File: src/rtl/cfu_quantizer_pipe_if.sv
// cfu_quantizer_pipe_if: accumulator input and result output valid/ready streams.
interface cfu_quantizer_pipe_if #(
    parameter int ACC_W = 32,
    parameter int CH_W  = 3
);
    logic             in_valid;
    logic             in_ready;
    logic [ACC_W-1:0] in_data;
    logic             out_valid;
    logic             out_ready;
    logic [31:0]      out_data;
    logic [CH_W-1:0]  out_ch;
    modport master (output in_valid, in_data, out_ready, input in_ready, out_valid, out_data, out_ch);
    modport slave  (input in_valid, in_data, out_ready, output in_ready, out_valid, out_data, out_ch);
endinterface

File: src/rtl/cfu_quantizer_pipe.sv
// cfu_quantizer_pipe: 4-stage per-channel int32 requantizer (TFLite MultiplyByQuantizedMultiplier).
// Optional saturation counter output sat_count enabled by QUANT_SAT_CNT_EN.
module cfu_quantizer_pipe #(
    parameter int NUM_CH = 8,
    parameter int CH_W   = $clog2(NUM_CH),
    parameter int ACC_W  = 32
) (
    input  logic                clk,
    input  logic                rst,
    input  logic                cfg_we,
    input  logic [CH_W-1:0]     cfg_ch,
    input  logic [31:0]         cfg_bias,
    input  logic [31:0]         cfg_mul,
    input  logic [5:0]          cfg_shift,
    input  logic                ch_clear,
    input  logic [31:0]         offset,
    input  logic [31:0]         act_min,
    input  logic [31:0]         act_max,
    cfu_quantizer_pipe_if.slave bus,
    output logic                busy
`ifdef QUANT_SAT_CNT_EN
    ,
    output logic [15:0]         sat_count
`endif
);
    logic [31:0]     bias_t  [NUM_CH];
    logic [31:0]     mul_t   [NUM_CH];
    logic [5:0]      shift_t [NUM_CH];
    logic [CH_W-1:0] ch_cnt, ch_use;
    logic            adv, accept;
    logic            v1, v2, v3;
    logic [CH_W-1:0] ch1, ch2, ch3;
    logic [31:0]     sh1, mul1, pre3;
    logic [5:0]      rs1, rs2, rs3;
    logic [63:0]     ab2;
    logic            ovf2;
    logic [31:0]     acc_s, shifted_s, pre_s, scaled_s, v_s, res_s;
    logic [5:0]      sh_s, ls_s, rs_s;
    logic [63:0]     sum3, pre64, mask4, rem4, thr4;
    logic            lo_s, hi_s;

    assign adv          = !bus.out_valid || bus.out_ready;
    assign bus.in_ready = adv;
    assign accept       = bus.in_valid && adv;
    assign ch_use       = ch_clear ? '0 : ch_cnt;
    assign busy         = v1 || v2 || v3 || bus.out_valid;

    always_ff @(posedge clk or posedge rst)
        if (rst)
            for (int i = 0; i < NUM_CH; i++) begin
                bias_t[i]  <= '0;
                mul_t[i]   <= '0;
                shift_t[i] <= '0;
            end
        else if (cfg_we) begin
            bias_t[cfg_ch]  <= cfg_bias;
            mul_t[cfg_ch]   <= cfg_mul;
            shift_t[cfg_ch] <= cfg_shift;
        end

    always_ff @(posedge clk or posedge rst)
        if (rst)
            ch_cnt <= '0;
        else if (ch_clear || accept)
            ch_cnt <= accept ? ch_use + 1'b1 : '0;

    // S1: bias add and left shift; table entry is read before any same-cycle write lands
    assign sh_s      = shift_t[ch_use];
    assign ls_s      = sh_s[5] ? '0 : sh_s;
    assign rs_s      = sh_s[5] ? -sh_s : '0;
    assign acc_s     = 32'($signed(bus.in_data)) + bias_t[ch_use];
    assign shifted_s = acc_s << ls_s;

    // S3: round-half-away doubling high multiply, then truncate toward zero
    assign sum3  = ab2 + (ab2[63] ? 64'hFFFF_FFFF_C000_0001 : 64'h0000_0000_4000_0000);
    assign pre_s = ovf2 ? 32'h7FFF_FFFF : 32'($signed(sum3 + (sum3[63] ? 64'h7FFF_FFFF : 64'h0)) >>> 31);

    // S4: rounding right shift, zero point, clamp (low bound wins)
    assign pre64    = 64'($signed(pre3));
    assign mask4    = (64'd1 << rs3) - 64'd1;
    assign rem4     = pre64 & mask4;
    assign thr4     = (mask4 >> 1) + 64'(pre3[31]);
    assign scaled_s = 32'($signed(pre64) >>> rs3) + 32'(rem4 > thr4);
    assign v_s      = scaled_s + offset;
    assign lo_s     = $signed(v_s) < $signed(act_min);
    assign hi_s     = $signed(v_s) > $signed(act_max);
    assign res_s    = lo_s ? act_min : hi_s ? act_max : v_s;

    always_ff @(posedge clk)
        if (adv) begin
            if (accept) begin
                ch1  <= ch_use;
                sh1  <= shifted_s;
                mul1 <= mul_t[ch_use];
                rs1  <= rs_s;
            end
            if (v1) begin
                ch2  <= ch1;
                ab2  <= 64'($signed(sh1)) * 64'($signed(mul1));
                ovf2 <= sh1 == 32'h8000_0000 && mul1 == 32'h8000_0000;
                rs2  <= rs1;
            end
            if (v2) begin
                ch3  <= ch2;
                pre3 <= pre_s;
                rs3  <= rs2;
            end
        end

`ifdef QUANT_SAT_CNT_EN
    logic sat_flag, sat_hand;
    assign sat_hand = bus.out_valid && bus.out_ready && sat_flag;
    always_ff @(posedge clk or posedge rst)
        if (rst)
            sat_count <= '0;
        else if (ch_clear)
            sat_count <= {15'd0, sat_hand};
        else if (sat_hand && sat_count != 16'hFFFF)
            sat_count <= sat_count + 16'd1;
`endif

    always_ff @(posedge clk or posedge rst)
        if (rst) begin
            v1            <= 1'b0;
            v2            <= 1'b0;
            v3            <= 1'b0;
            bus.out_valid <= 1'b0;
            bus.out_data  <= '0;
            bus.out_ch    <= '0;
`ifdef QUANT_SAT_CNT_EN
            sat_flag      <= 1'b0;
`endif
        end else if (adv) begin
            v1            <= accept;
            v2            <= v1;
            v3            <= v2;
            bus.out_valid <= v3;
            if (v3) begin
                bus.out_data <= res_s;
                bus.out_ch   <= ch3;
`ifdef QUANT_SAT_CNT_EN
                sat_flag     <= lo_s || hi_s;
`endif
            end
        end
endmodule

File: src/flat_wrapper.sv
// flat-port wrapper written by rule: the top's interface ports become plain ports
module cfu_quantizer_pipe_flat 
#(
    parameter int NUM_CH = 8,
    parameter int CH_W   = $clog2(NUM_CH),
    parameter int ACC_W  = 32
)
  (clk, rst, cfg_we, cfg_ch, cfg_bias, cfg_mul, cfg_shift, ch_clear, offset, act_min, act_max, busy, bus_in_valid, bus_in_data, bus_out_ready, bus_in_ready, bus_out_valid, bus_out_data, bus_out_ch);
  cfu_quantizer_pipe_if #(.ACC_W(ACC_W), .CH_W(CH_W)) bus_i ();
  input  logic clk;
  input  logic rst;
  input  logic cfg_we;
  input  logic [CH_W-1:0] cfg_ch;
  input  logic [31:0] cfg_bias;
  input  logic [31:0] cfg_mul;
  input  logic [5:0] cfg_shift;
  input  logic ch_clear;
  input  logic [31:0] offset;
  input  logic [31:0] act_min;
  input  logic [31:0] act_max;
  output logic busy;
  input wire logic [$bits(bus_i.in_valid)-1:0] bus_in_valid;
  input wire logic [$bits(bus_i.in_data)-1:0] bus_in_data;
  input wire logic [$bits(bus_i.out_ready)-1:0] bus_out_ready;
  output wire logic [$bits(bus_i.in_ready)-1:0] bus_in_ready;
  output wire logic [$bits(bus_i.out_valid)-1:0] bus_out_valid;
  output wire logic [$bits(bus_i.out_data)-1:0] bus_out_data;
  output wire logic [$bits(bus_i.out_ch)-1:0] bus_out_ch;
  assign bus_i.in_valid = bus_in_valid;
  assign bus_i.in_data = bus_in_data;
  assign bus_i.out_ready = bus_out_ready;
  assign bus_in_ready = bus_i.in_ready;
  assign bus_out_valid = bus_i.out_valid;
  assign bus_out_data = bus_i.out_data;
  assign bus_out_ch = bus_i.out_ch;
  cfu_quantizer_pipe #(.NUM_CH(NUM_CH), .CH_W(CH_W), .ACC_W(ACC_W)) u_core (.clk(clk), .rst(rst), .cfg_we(cfg_we), .cfg_ch(cfg_ch), .cfg_bias(cfg_bias), .cfg_mul(cfg_mul), .cfg_shift(cfg_shift), .ch_clear(ch_clear), .offset(offset), .act_min(act_min), .act_max(act_max), .bus(bus_i), .busy(busy));
endmodule
File: config.mk
export PLATFORM = sky130hd
export DESIGN_NAME = cfu_quantizer_pipe_flat
export DESIGN_NICKNAME = d
export VERILOG_FILES = /design/src/rtl/cfu_quantizer_pipe_if.sv /design/src/rtl/cfu_quantizer_pipe.sv /design/src/flat_wrapper.sv
export SDC_FILE = /design/constraint.sdc
export NUM_CORES = 2
export LEC_CHECK = 0
export BUFFER_PORTS_ARGS = -buffer_cell sky130_fd_sc_hd__buf_2
export CAP_MARGIN = 20
export CORE_MARGIN = 2
export CORE_UTILIZATION = 35
export DETAILED_ROUTE_END_ITERATION = 10
export GPL_TIMING_DRIVEN = 0
export SLEW_MARGIN = 25
export SYNTH_ARGS = -nofsm -noshare
export SYNTH_HDL_FRONTEND = slang
export SYNTH_SLANG_ARGS = --single-unit
export TNS_END_PERCENT = 10
File: constraint.sdc
create_clock -name clk -period 33 [get_ports clk]
set_clock_uncertainty 0.1 [all_clocks]
set_input_delay 6.6 -clock clk [delete_from_list [all_inputs] [get_ports clk]]
set_output_delay 6.6 -clock clk [all_outputs]
set_load 0.005 [all_outputs]
==> impl_metrics.py <==
metrics = {
    "global_route": {
        "grt_use_total_pct": 23.5,
        "grt_pass1_vias": 67640,
        "grt_overflow": 0,
        "grt_max_degree": 108,
        "antenna_found_initial": 44,
        "grt_pass1_wl_mm": 437,
    },
    "synthesis": {
        "synth-edff-count": 188,
        "avgSynthCellArea_um2": 10.1,
        "synth_cells": 8430,
        "synth_area_um2": 84900,
        "yosysTopAreaCell": "fa_1",
        "seq_area_frac_synth_pct": 24.4,
        "syn_nets": 10163,
        "async_flop_share_pct": 76.2,
        "ys_seq_elements": 790,
        "synth_top_area_share_pct": 25.6,
        "synth_cell_types": 104,
        "synth-warning-count": 0,
        "ys_top_cells_by_area": "fa_1 (26%), dfrtp_1 (18%), mux2_2 (8.1%)",
        "synth-main-ff-cell": "dfrtp_1",
    },
    "route": {
        "wire_per_inst_um": 23.9,
        "wirelength_mm": 288,
        "drc": 0,
        "avgViaCountPerCell": 5.34,
        "vias": 64324,
        "drt_first_iter_violations": 4941,
        "drtPass1Iterations": 6,
        "ant_nets": 0,
    },
    "timing": {
        "max_slew_margin_pct": 19.4,
        "worst_slew_pin_slew_ns": 1.21,
        "min_period_over_period_pct": 56.1,
        "max_freq_mhz": 54.0,
        "fin_crit_ns": 18.52,
        "tns_ns": 0,
        "hold_viol_final": 0,
        "rsz0062_at_grt": "false",
        "slew_violations": 0,
        "setup_viol": 0,
    },
    "clocking": {
        "tritoncts": "done",
        "numClockSinks": 790,
        "cts_hold_buf": 0,
        "htree_num_levels": 3,
        "clk_latency_ns": 0.73,
        "clk_pin_slew_ns": 0.06,
        "cts_root_buf": "clkbuf_16",
        "post_cts_resized": 0,
        "clockBufferDepth": 3,
        "numCtsBuffers": 87,
        "post_cts_buffers": 0,
    },
    "worst_setup_path": {
        "cp_slowest_cell": "a2111oi_2",
        "cp.arrival_ns": 18.95,
        "critPathLaunch": "u_core.rs3[0]",
        "path_class": "reg2reg",
        "endpoint_kind": "flop",
        "path_buf_inv": 11,
        "max_stage_delay_ns": 0.81,
        "timing.rr.start": "u_core.rs3[0]",
        "cp_common_cell": "clkbuf_1",
        "critPathMaxFanout": 10,
        "startpoint_type": "flop",
        "required_ns": 33.43,
        "cpLargestDelayFamily": "compound AO/OA/AOI/OAI gates",
    },
    "hold_path": {
        "worstHoldStart": "u_core.ch2[2]",
        "min_path_type": "reg2reg",
    },
    "floorplanning": {
        "dieArea_um2": 247000,
        "rows": 180,
        "die_w_um": 497,
        "initial_core_util_pct": 35.2,
        "coreArea_um2": 241000,
        "io_pins": 245,
        "die_height_um": 497,
    },
    "placed_design": {
        "numPortBuffers": 240,
        "placed_area_um2": 90500,
        "dp_hpwl_mm": 235,
        "place_congestion": 1.03,
    },
    "final_layout": {
        "finish.instance_area_um2": 93500,
        "nets": 10509,
        "layout_common_cells": "inv_1 (1239), nand2_1 (1122), fa_1 (1084), mux2_2 (612), dfrtp_1 (602)",
        "syn_to_final_growth_pct": 10.1,
        "layout_commonest_cell": "inv_1",
        "drive_gt1_share_pct": 13.9,
        "fillers": 23894,
    },
    "run_status": {
        "outcome": "finished clean",
    },
    "run": {
        "cap_violations": 0,
    },
}
-- registers in the layout, indices dropped and copies added, names as in the netlist, 3 cells and up --
name                 flops
u_core.rs3               6
u_core.ch3               3
u_core.bias_t          256
u_core.mul_t           256
u_core.mul1             32
u_core.ab2              64
u_core.shift_t          48
u_core.bus.out_ch        3
u_core.ch1               3
u_core.ch_cnt            3
u_core.rs2               6
u_core.rs1               6
u_core.sh1              32
u_core.pre3             32
u_core.bus.out_data     32
u_core.ch2               3
-- per-stage QoR --
stage	std cells	hold slack [ns]	worst slack, ns	utilization, %
4_1_cts	12032	0.317	14.63	38.8
6_report	12044	0.319	14.48	38.8
5_1_grt	12036	0.337	13.35	38.8
2_1_floorplan	8430	0.300	9.45	-
3_5_place_dp	11872	0.305	14.74	37.6
3_3_place_gp	11855	0.308	3.59	37.4
-- path summary, 6_finish.rpt --
check,end,slack (ns),cells past startpoint
worst min register to register,u_core.ch3[2],0.32,0
min in group asynchronous,u_core.mul_t[95],5.86,2
worst max-delay path,u_core.bus.out_data[20],14.48,55
worst min-delay path,u_core.ch3[2],0.32,0
worst max register to register,u_core.bus.out_data[20],14.48,55
max in group asynchronous,u_core.bias_t[213],25.13,5
-- synthesized netlist by cell type (68+ instances only) --
library cell	n
dfrtp_1	602
edfxtp_1	188
mux2_2	612
clkbuf_1	402
xnor2_1	160
fa_1	1085
nor2b_1	78
nand3_1	78
a21o_1	150
xor2_1	89
nand2_1	1122
nor2_1	263
a211oi_1	84
and2_1	299
a21oi_1	283
o21ai_0	229
nand2b_1	84
mux4_2	114
inv_1	1241
ha_1	441
mux2i_1	102
nand4_1	68
-- routing by layer --
layer | up-vias | GRT usage (%) | wire length (um)
met5 | - | 0 | 294
met4 | 44 | 8.65 | 12100
met3 | 519 | 4.62 | 22100
met2 | 2331 | 38.3 | 134000
met1 | 33002 | 30.9 | 120000
li1 | 28428 | - | -
-- final cells by class --
class / count / area (um^2) / area share [%]
multi-input cells: 5946 / 57900 / 61.9
flip-flops and latches: 790 / 20700 / 22.2
inverters: 1245 / 4680 / 5.01
well taps: 3185 / 3990 / 4.26
clock buffers: 120 / 2460 / 2.64
plain buffers: 449 / 1730 / 1.85
repair buffers: 257 / 1520 / 1.62
clock inverters: 40 / 465 / 0.498
diodes: 12 / 30.0 / 0.0321
-- kinds of logic (layout without fill, tap and decap cells) --
| group | count (synthesis) | in the layout | synth area share (%) |
|---|---|---|---|
| and+or+nand+nor | 2229 | 2229 | 12.4 |
| buffers and inverters | 1694 | 2111 | 7.52 |
| adders and majority gates | 1526 | 1526 | 32.1 |
| AOI/OAI and AO/OA | 1111 | 1111 | 8.63 |
| muxes | 828 | 828 | 12.3 |
| DFF | 790 | 790 | 24.4 |
| xor gates and xnor gates | 250 | 250 | 2.59 |
| other | 2 | 14 | 0.00884 |
Power is not shown: default switching activity piles up to over one toggle a cycle in this logic, so the estimate is an artifact.
